--- src/rtl/threshold_monitor.sv ---
// Debounces a stream of comparator flag triples into a confirmed relation state,
// raising a sticky alarm on entry to HIGH and counting confirmed transitions.
module threshold_monitor #(
    parameter int CONFIRM = 3,
    parameter int CNT_W   = 8
) (
    input  logic             clk,
    input  logic             rst_n,
    input  logic             clr,
    input  logic             in_valid,
    input  logic             lower,
    input  logic             equal,
    input  logic             greater,
    input  logic             alarm_ack,
    output logic             in_ready,
    output logic [1:0]       state,
    output logic             alarm,
    output logic [CNT_W-1:0] cross_cnt,
    output logic             err
);

    typedef enum logic [1:0] {
        ST_UNKNOWN = 2'b00,
        ST_LOW     = 2'b01,
        ST_EQ      = 2'b10,
        ST_HIGH    = 2'b11
    } rel_t;

    localparam logic [3:0]       CONFIRM_L = 4'(CONFIRM);
    localparam logic [CNT_W-1:0] CNT_MAX   = {CNT_W{1'b1}};

    rel_t             state_q, state_d;
    rel_t             cand_q, cand_d;
    logic [3:0]       run_q, run_d;
    logic [CNT_W-1:0] cnt_q, cnt_d;
    logic             alarm_q, alarm_d;
    logic             err_q, err_d;

    rel_t             code;
    logic             code_legal;
    logic             accept;

    always_comb begin
        code       = ST_UNKNOWN;
        code_legal = 1'b1;
        case ({lower, equal, greater})
            3'b100:  code = ST_LOW;
            3'b010:  code = ST_EQ;
            3'b001:  code = ST_HIGH;
            default: code_legal = 1'b0;
        endcase
    end

    assign in_ready = ~alarm_q & ~clr;
    assign accept   = in_valid & in_ready;

    always_comb begin
        state_d = state_q;
        cand_d  = cand_q;
        run_d   = run_q;
        cnt_d   = cnt_q;
        alarm_d = alarm_q;
        err_d   = err_q;
        if (clr) begin
            state_d = ST_UNKNOWN;
            cand_d  = ST_UNKNOWN;
            run_d   = 4'd0;
            cnt_d   = '0;
            alarm_d = 1'b0;
            err_d   = 1'b0;
        end else begin
            if (alarm_ack)
                alarm_d = 1'b0;
            if (accept) begin
                if (!code_legal) begin
                    err_d = 1'b1;
                end else begin
                    if (code == cand_q) begin
                        run_d = (run_q >= CONFIRM_L) ? CONFIRM_L : run_q + 4'd1;
                    end else begin
                        cand_d = code;
                        run_d  = 4'd1;
                    end
                    // Alarm set is evaluated after the ack so a same-edge set wins.
                    if (run_d == CONFIRM_L && code != state_q) begin
                        state_d = code;
                        if (cnt_q != CNT_MAX)
                            cnt_d = cnt_q + 1'b1;
                        if (code == ST_HIGH)
                            alarm_d = 1'b1;
                    end
                end
            end
        end
    end

    always_ff @(posedge clk or negedge rst_n) begin
        if (!rst_n) begin
            state_q <= ST_UNKNOWN;
            cand_q  <= ST_UNKNOWN;
            run_q   <= 4'd0;
            cnt_q   <= '0;
            alarm_q <= 1'b0;
            err_q   <= 1'b0;
        end else begin
            state_q <= state_d;
            cand_q  <= cand_d;
            run_q   <= run_d;
            cnt_q   <= cnt_d;
            alarm_q <= alarm_d;
            err_q   <= err_d;
        end
    end

    assign state     = state_q;
    assign alarm     = alarm_q;
    assign cross_cnt = cnt_q;
    assign err       = err_q;

endmodule

--- config.mk ---
export PLATFORM = sky130hd
export DESIGN_NAME = threshold_monitor
export DESIGN_NICKNAME = d
export VERILOG_FILES = /design/src/rtl/threshold_monitor.sv
export SDC_FILE = /design/constraint.sdc
export NUM_CORES = 1
export LEC_CHECK = 0
export CAP_MARGIN = 20
export CORE_MARGIN = 1
export CORE_UTILIZATION = 45
export CTS_CLUSTER_DIAMETER = 80
export DETAILED_ROUTE_END_ITERATION = 10
export GPL_ROUTABILITY_DRIVEN = 0
export PLACE_DENSITY_LB_ADDON = 0.25
export SETUP_SLACK_MARGIN = 0.15
export SLEW_MARGIN = 20
export SYNTH_ARGS = -nofsm -noshare
export SYNTH_HDL_FRONTEND = slang
export SYNTH_SLANG_ARGS = --single-unit
--- constraint.sdc ---
create_clock -name clk -period 2.8 [get_ports clk]
set_clock_uncertainty 0.2 [all_clocks]
set_input_delay 0.56 -clock clk [delete_from_list [all_inputs] [get_ports clk]]
set_output_delay 0.56 -clock clk [all_outputs]
set_load 0.05 [all_outputs]
-- After elaboration in Yosys (flattened, before gate mapping)
Cells that the tools add are included.
- input port bits: 8
- register bits: 18
- word-level logic and storage cells: 66
- output and inout port bits: 13
- add/subtract/negate cells: 2
- muxes and demuxes: 32
- bitwise operators: 4
- equality and inequality tests: 10
- $lt $le $gt $ge: 1
- reduce and logical (&&, ||, !) cells: 11
- operator list (operator ; number):
    $mux W8 ; 5
    $mux W4 ; 8
    $mux W2 ; 8
    $mux W1 ; 10
    $add A8 B1 Y8 const B ; 1
    $ne A8 B8 Y1 const B ; 1
    $reduce_bool A2 Y1 ; 4
    $pmux W2 S3 ; 1
    $reduce_and A3 Y1 ; 2
    $add A4 B1 Y4 const B ; 1
    $eq A4 B2 Y1 const B ; 1
    $ge A4 B2 Y1 const B ; 1
    $ne A2 B2 Y1 const B ; 2
    $reduce_and A2 Y1 ; 2
    $reduce_and A4 Y1 ; 1
    $eq A3 B1 Y1 const B ; 1
    $eq A3 B2 Y1 const B ; 1
    $eq A3 B3 Y1 const B ; 1
    $reduce_or A3 Y1 ; 1
    $and A1 B1 Y1 ; 2
    $eq A2 B2 Y1 ; 1
    $eq A2 B2 Y1 const B ; 1
    $ne A2 B2 Y1 ; 1
    $not A1 Y1 ; 2
    $logic_and A1 B1 Y1 ; 1

-- Logic depth before layout (Yosys ltp)
- depth after elaboration: 13
- depth in mapped cells: 8
- mapped depth without buffers: 7

-- Least setup slack after synthesis
No wires, ideal clock.
- path type: flip-flop to flip-flop
- from: register cnt_q[1] (netlist: cross_cnt[1])
- to: register cnt_q[4] (netlist: cross_cnt[4])
- path buffers: 0
- cell stages (with the launch flop): 8
- clock period less this slack: 2.458 ns
- library setup time: 0.079 ns
- data required time: 2.521 ns
- slack: 0.342 ns
- arrival time: 2.179 ns
- cells stage by stage: dfrtp_1 > ha_1 > nand2_1 > or3_1 > nor3_1 > nor2_1 > a31o_2 > a21oi_1
- word-level cells in the longest chain between the ends: 6
- elaborated cells between the ends (all ways): 9
- classes of those cells: add/sub (1); eq/ne (1); mux (5); reduce/logical (2)
- RTL lines (element ; line ; RTL):
    start, declared ; 35 ; logic [CNT_W-1:0] cnt_q, cnt_d;
    start signal, assigned ; 109 ; cnt_q <= cnt_d;
    $add A8 B1 Y8 ; 88 ; cnt_d = cnt_q + 1'b1;
    $mux W8 ; 87 ; if (cnt_q != CNT_MAX)
    $mux W8 ; 85 ; if (run_d == CONFIRM_L && code != state_q) begin
    $mux W8 ; 75 ; if (!code_legal) begin
    $mux W8 ; 74 ; if (accept) begin
    $mux W8 ; 64 ; if (clr) begin
Several ways; a longest one is shown, not always the timed one. The select of a mux whose other input is x is not followed.
A chain may end at the register's enable or synchronous reset.

-- Worst setup path after layout
- from: register state_q[0] (netlist: state[0])
- to: output state[0]
- RTL lines (element ; line ; RTL):
    start, declared ; 32 ; rel_t state_q, state_d;
    start signal, assigned ; 106 ; state_q <= state_d;
    end, declared ; 16 ; output logic [1:0] state,
No word-level cell between the ends.

==> key figures <==
Run status
  – Outcome: completed

GRT
  – All-layer global routing usage: 22.7%
  – Global-route wire length before repair: 4510 µm
  – Vias in the first global route: 1,015
  – Met3 Track Usage GR: 5.26%
  – Met2 Resource Use GR: 35.5%
  – Total grt overflow: 0
  – Most Crowded Layer GR: met2
  – Initial antenna violation count: 0
  – Met1 capacity usage during global routing: 30.7%
  – Largest net degree at the start of global routing: 16

Clock tree
  – Deepest level of the CTS H-tree: 1
  – CTS tree: built
  – Insertion delay of the later-clocked pin in the worst-skew pair: 290 ps
  – Buffer depth of the longest clock path: 2
  – Clock Root Buffer: sky130_fd_sc_hd__clkbuf_4
  – Num CTS Buffers: 3
  – Number of clock sinks: 18
  – Clock slew at the register clock pins of the worst setup and hold paths: 90 ps

Drt
  – 1st-iter DRT viols: 28
  – Sum of routed wire length over all layers: 2650 µm
  – Initial DRT Pass Iterations: 4
  – DR vias/cell: 5.75
  – Number of nets with antenna violations after routing: 0
  – Average routed wire per standard cell: 14.2 µm
  – Remaining routing DRC violations: 0
  – Vias: approximately 1,100

Worst setup path
  – Path type of the worst setup path: flip-flop to primary output
  – Crit path required time: 2040 ps
  – Ordered cell list for the critical path: clkdlybuf4s50_1
  – Capturing element type of the critical path: primary output
  – Type of origin of the critical path: flip-flop
  – Crit-path max cell delay: 850 ps
  – Buffering stage count on the worst path with inverters included: 1
  – Critical path depth in cells: 1
  – Arr. time, crit path: 1620 ps
  – Number of cells on the worst reg-to-reg path: 7
  – Kind of cell with the highest combined delay on the critical path: buffers and inverters
  – Maximum fanout along the worst path: 7
  – Cell type of the slowest stage on the worst timing path: sky130_fd_sc_hd__clkdlybuf4s50_1

Final layout
  – Count of fill cells added during filler insertion: ~200
  – Non-filler cells, final: 187
  – Highest-count cells in the layout ignoring fill and taps: 18 x sky130_fd_sc_hd__dfrtp_1, 17 x sky130_fd_sc_hd__buf_4, 16 x sky130_fd_sc_hd__clkdlybuf4s50_1
  – Number of nets in the finished design: 171
  – Most frequent standard cell in the layout excluding fill and tap cells: sky130_fd_sc_hd__dfrtp_1
  – Area overhead of the layout relative to synthesis: 35.8%
  – Number of antenna repair diodes: 0
  – Share of cells above drive strength 1: 20.8%

Hold path
  – Cell depth of the worst hold path: 2
  – Worst hold path class: flip-flop to flip-flop

Die
  – Placement Rows: 17
  – I/O pin total: 21
  – Chip width: between 50 and 60 µm
  – Starting utilization of the core area: 49.1%
  – Die area: 2690 µm²
  – Die Y-Extent: 51.9 µm
  – Core outline area: 2280 µm²

Logic synthesis
  – Sequential fraction of the synthesis area: 40.3%
  – Combined area of all synthesized cells: 1120 µm²
  – FF+latch count, synth: 18
  – Number of instances in the synthesized netlist: 124
  – Synth warn: 0
  – Count of unique library cells instantiated by Yosys: 38
  – Per-instance average area after synthesis: ~9.0 µm²
  – Number of nets produced by synthesis: approximately 130

Pwr
  – Power density of the placed cells: 322 nW/µm²
  – Overall power after layout: 0.489 mW
  – Pint: 0.359 mW
  – Maximum vdd drop: between 0.0003 and 0.0004 V
  – Psw: 0.130 mW
  – Leakage: roughly 0.64 nW
  – Net switching fraction of the power: 26.6%
  – Sequential fraction of design power: 54.9%
  – Proportion of power drawn by combinational gates: 19.9%
  – Clock Power Share: 25.2%

STA
  – Highest Clock Rate: ~420 MHz
  – Worst Hold Slack: 348 ps
  – Actual transition at the worst max-transition pin: 573 ps
  – Setup violators final: 0
  – Final Worst Setup Slack: 418 ps
  – Max-slew headroom at the worst pin: 61.7%
  – Count of final hold-check violations: 0
  – Share of the clock period used by the worst path after layout: 85.1%
  – Final critical delay including setup and external delays: 2380 ps
  – Unrepaired setup endpoints after global routing: false
  – Final Max Slew Viols: 0

Placement
  – Port bufs: 20
  – Post-Place Setup Slack: -186 ps
  – Placed cell count: approximately 180
  – HPWL after detailed placement: ~2000 µm

Run
  – Max-cap violations: 0
power by group through the flow:
stage                     registers (mW)  logic [mW]  clock network (mW)
after floorplan                    0.278      0.0461                   0
after global placement             0.273      0.0939                   0
after detailed placement           0.274      0.0963                   0
after CTS                          0.269      0.0966               0.132
after global routing               0.270       0.107               0.141
final                              0.269      0.0973               0.123
cells in the mapped netlist:
library cell | n | area (µm²)
sky130_fd_sc_hd__o2111a_2 | 1 | 12.5
sky130_fd_sc_hd__clkbuf_1 | 1 | 3.75
sky130_fd_sc_hd__nor2b_1 | 4 | 25.0
sky130_fd_sc_hd__o31a_2 | 1 | 10.0
sky130_fd_sc_hd__ha_1 | 2 | 25.0
sky130_fd_sc_hd__o41ai_1 | 3 | 26.3
sky130_fd_sc_hd__mux2i_1 | 1 | 10.0
sky130_fd_sc_hd__buf_4 | 4 | 30.0
sky130_fd_sc_hd__nand2b_1 | 3 | 18.8
sky130_fd_sc_hd__mux2_2 | 1 | 11.3
sky130_fd_sc_hd__and3_1 | 2 | 12.5
sky130_fd_sc_hd__a211oi_1 | 3 | 22.5
sky130_fd_sc_hd__o311ai_0 | 1 | 8.76
sky130_fd_sc_hd__a2bb2oi_1 | 1 | 8.76
sky130_fd_sc_hd__a222oi_1 | 1 | 10.0
sky130_fd_sc_hd__o31ai_1 | 2 | 15.0
sky130_fd_sc_hd__nand3_1 | 4 | 20.0
sky130_fd_sc_hd__inv_1 | 4 | 15.0
sky130_fd_sc_hd__a21o_1 | 1 | 7.51
sky130_fd_sc_hd__or3_1 | 3 | 18.8
sky130_fd_sc_hd__nand4_1 | 1 | 6.26
sky130_fd_sc_hd__o31ai_2 | 1 | 12.5
sky130_fd_sc_hd__a41oi_1 | 1 | 8.76
sky130_fd_sc_hd__a31o_2 | 1 | 8.76
sky130_fd_sc_hd__nand4b_1 | 3 | 26.3
sky130_fd_sc_hd__nor4_1 | 1 | 6.26
sky130_fd_sc_hd__o21ai_0 | 3 | 15.0
sky130_fd_sc_hd__nor2_1 | 14 | 52.6
sky130_fd_sc_hd__nor3b_1 | 2 | 15.0
sky130_fd_sc_hd__xnor2_1 | 3 | 26.3
sky130_fd_sc_hd__a21oi_2 | 1 | 8.76
sky130_fd_sc_hd__dfrtp_1 | 18 | 450
sky130_fd_sc_hd__nor3b_4 | 1 | 18.8
sky130_fd_sc_hd__nand2_1 | 11 | 41.3
sky130_fd_sc_hd__maj3_2 | 1 | 11.3
sky130_fd_sc_hd__nor3_1 | 9 | 45.0
sky130_fd_sc_hd__xor2_1 | 1 | 8.76
sky130_fd_sc_hd__a21oi_1 | 9 | 45.0
per-layer routing:
layer	vias to the layer above	routed length [µm]
met4	0	17
met5	-	0
met2	24	1250
li1	533	-
met1	516	1290
met3	2	89
tightest hold or removal path, stage by stage (launching register included):
cell and delay, ps:
sky130_fd_sc_hd__dfrtp_1 370, sky130_fd_sc_hd__nor2_1 50, sky130_fd_sc_hd__nor2_1 80
kinds of logic after synthesis:
family                   share of synthesized area (%)
AO/OA/AOI/OAI                                     19.7
XOR/XNOR                                          3.13
adder cells (fa/ha/maj)                           3.24
buffers and inverters                             4.36
flip-flops                                        40.3
multiplexers                                      1.90
AND/OR/NAND/NOR                                   27.4
flip-flops by register name, summed over array words and instances (netlist names):
| signal | cells |
|---|---|
| alarm | 1 |
| cand_q | 2 |
| cross_cnt | 8 |
| err | 1 |
| run_q | 4 |
| state | 2 |
through the flow:
| stage | setup TNS [ps] | cell area [µm²] | utilization, % |
|---|---|---|---|
| floorplan | 0 | 1120 | - |
| global placement | -403 | 1460 | 64.0 |
| detailed placement | -883 | 1460 | 64.0 |
| CTS | 0 | 1480 | 65.0 |
| global route | 0 | 1520 | 66.7 |
| finish | 0 | 1520 | 66.7 |
path summary, 6_finish.rpt:
kind	start	to	slack [ps]
max in group asynchronous	rst_n	state[0]$_DFFE_PN0P_	1530
setup / recovery	state[0]$_DFFE_PN0P_	state[0]	420
setup reg to reg	run_q[0]$_DFFE_PN0P_	state[1]$_DFFE_PN0P_	440
min in group asynchronous	rst_n	run_q[1]$_DFFE_PN0P_	380
hold reg to reg	err$_DFFE_PN0P_	err$_DFFE_PN0P_	350
hold / removal	err$_DFFE_PN0P_	err$_DFFE_PN0P_	350
timing repair:
| item | CTS | global route |
|---|---|---|
| pin swaps | 1 | 6 |
| buffers inserted | 0 | 0 |
| setup endpoints to repair | 1 | 7 |
| resized for setup | 0 | 10 |
| hold buffers | 0 | 0 |
area by class of cell:
cell class	instances	area [µm²]	area share (%)
Inverter	4	15.0	0.988
Multi-Input combinational cell	97	651	42.8
Timing Repair Buffer	37	345	22.7
Clock buffer	3	22.5	1.48
Sequential cell	18	450	29.7
Tap cell	28	35.0	2.31
Power figures use the tool's default switching activity.
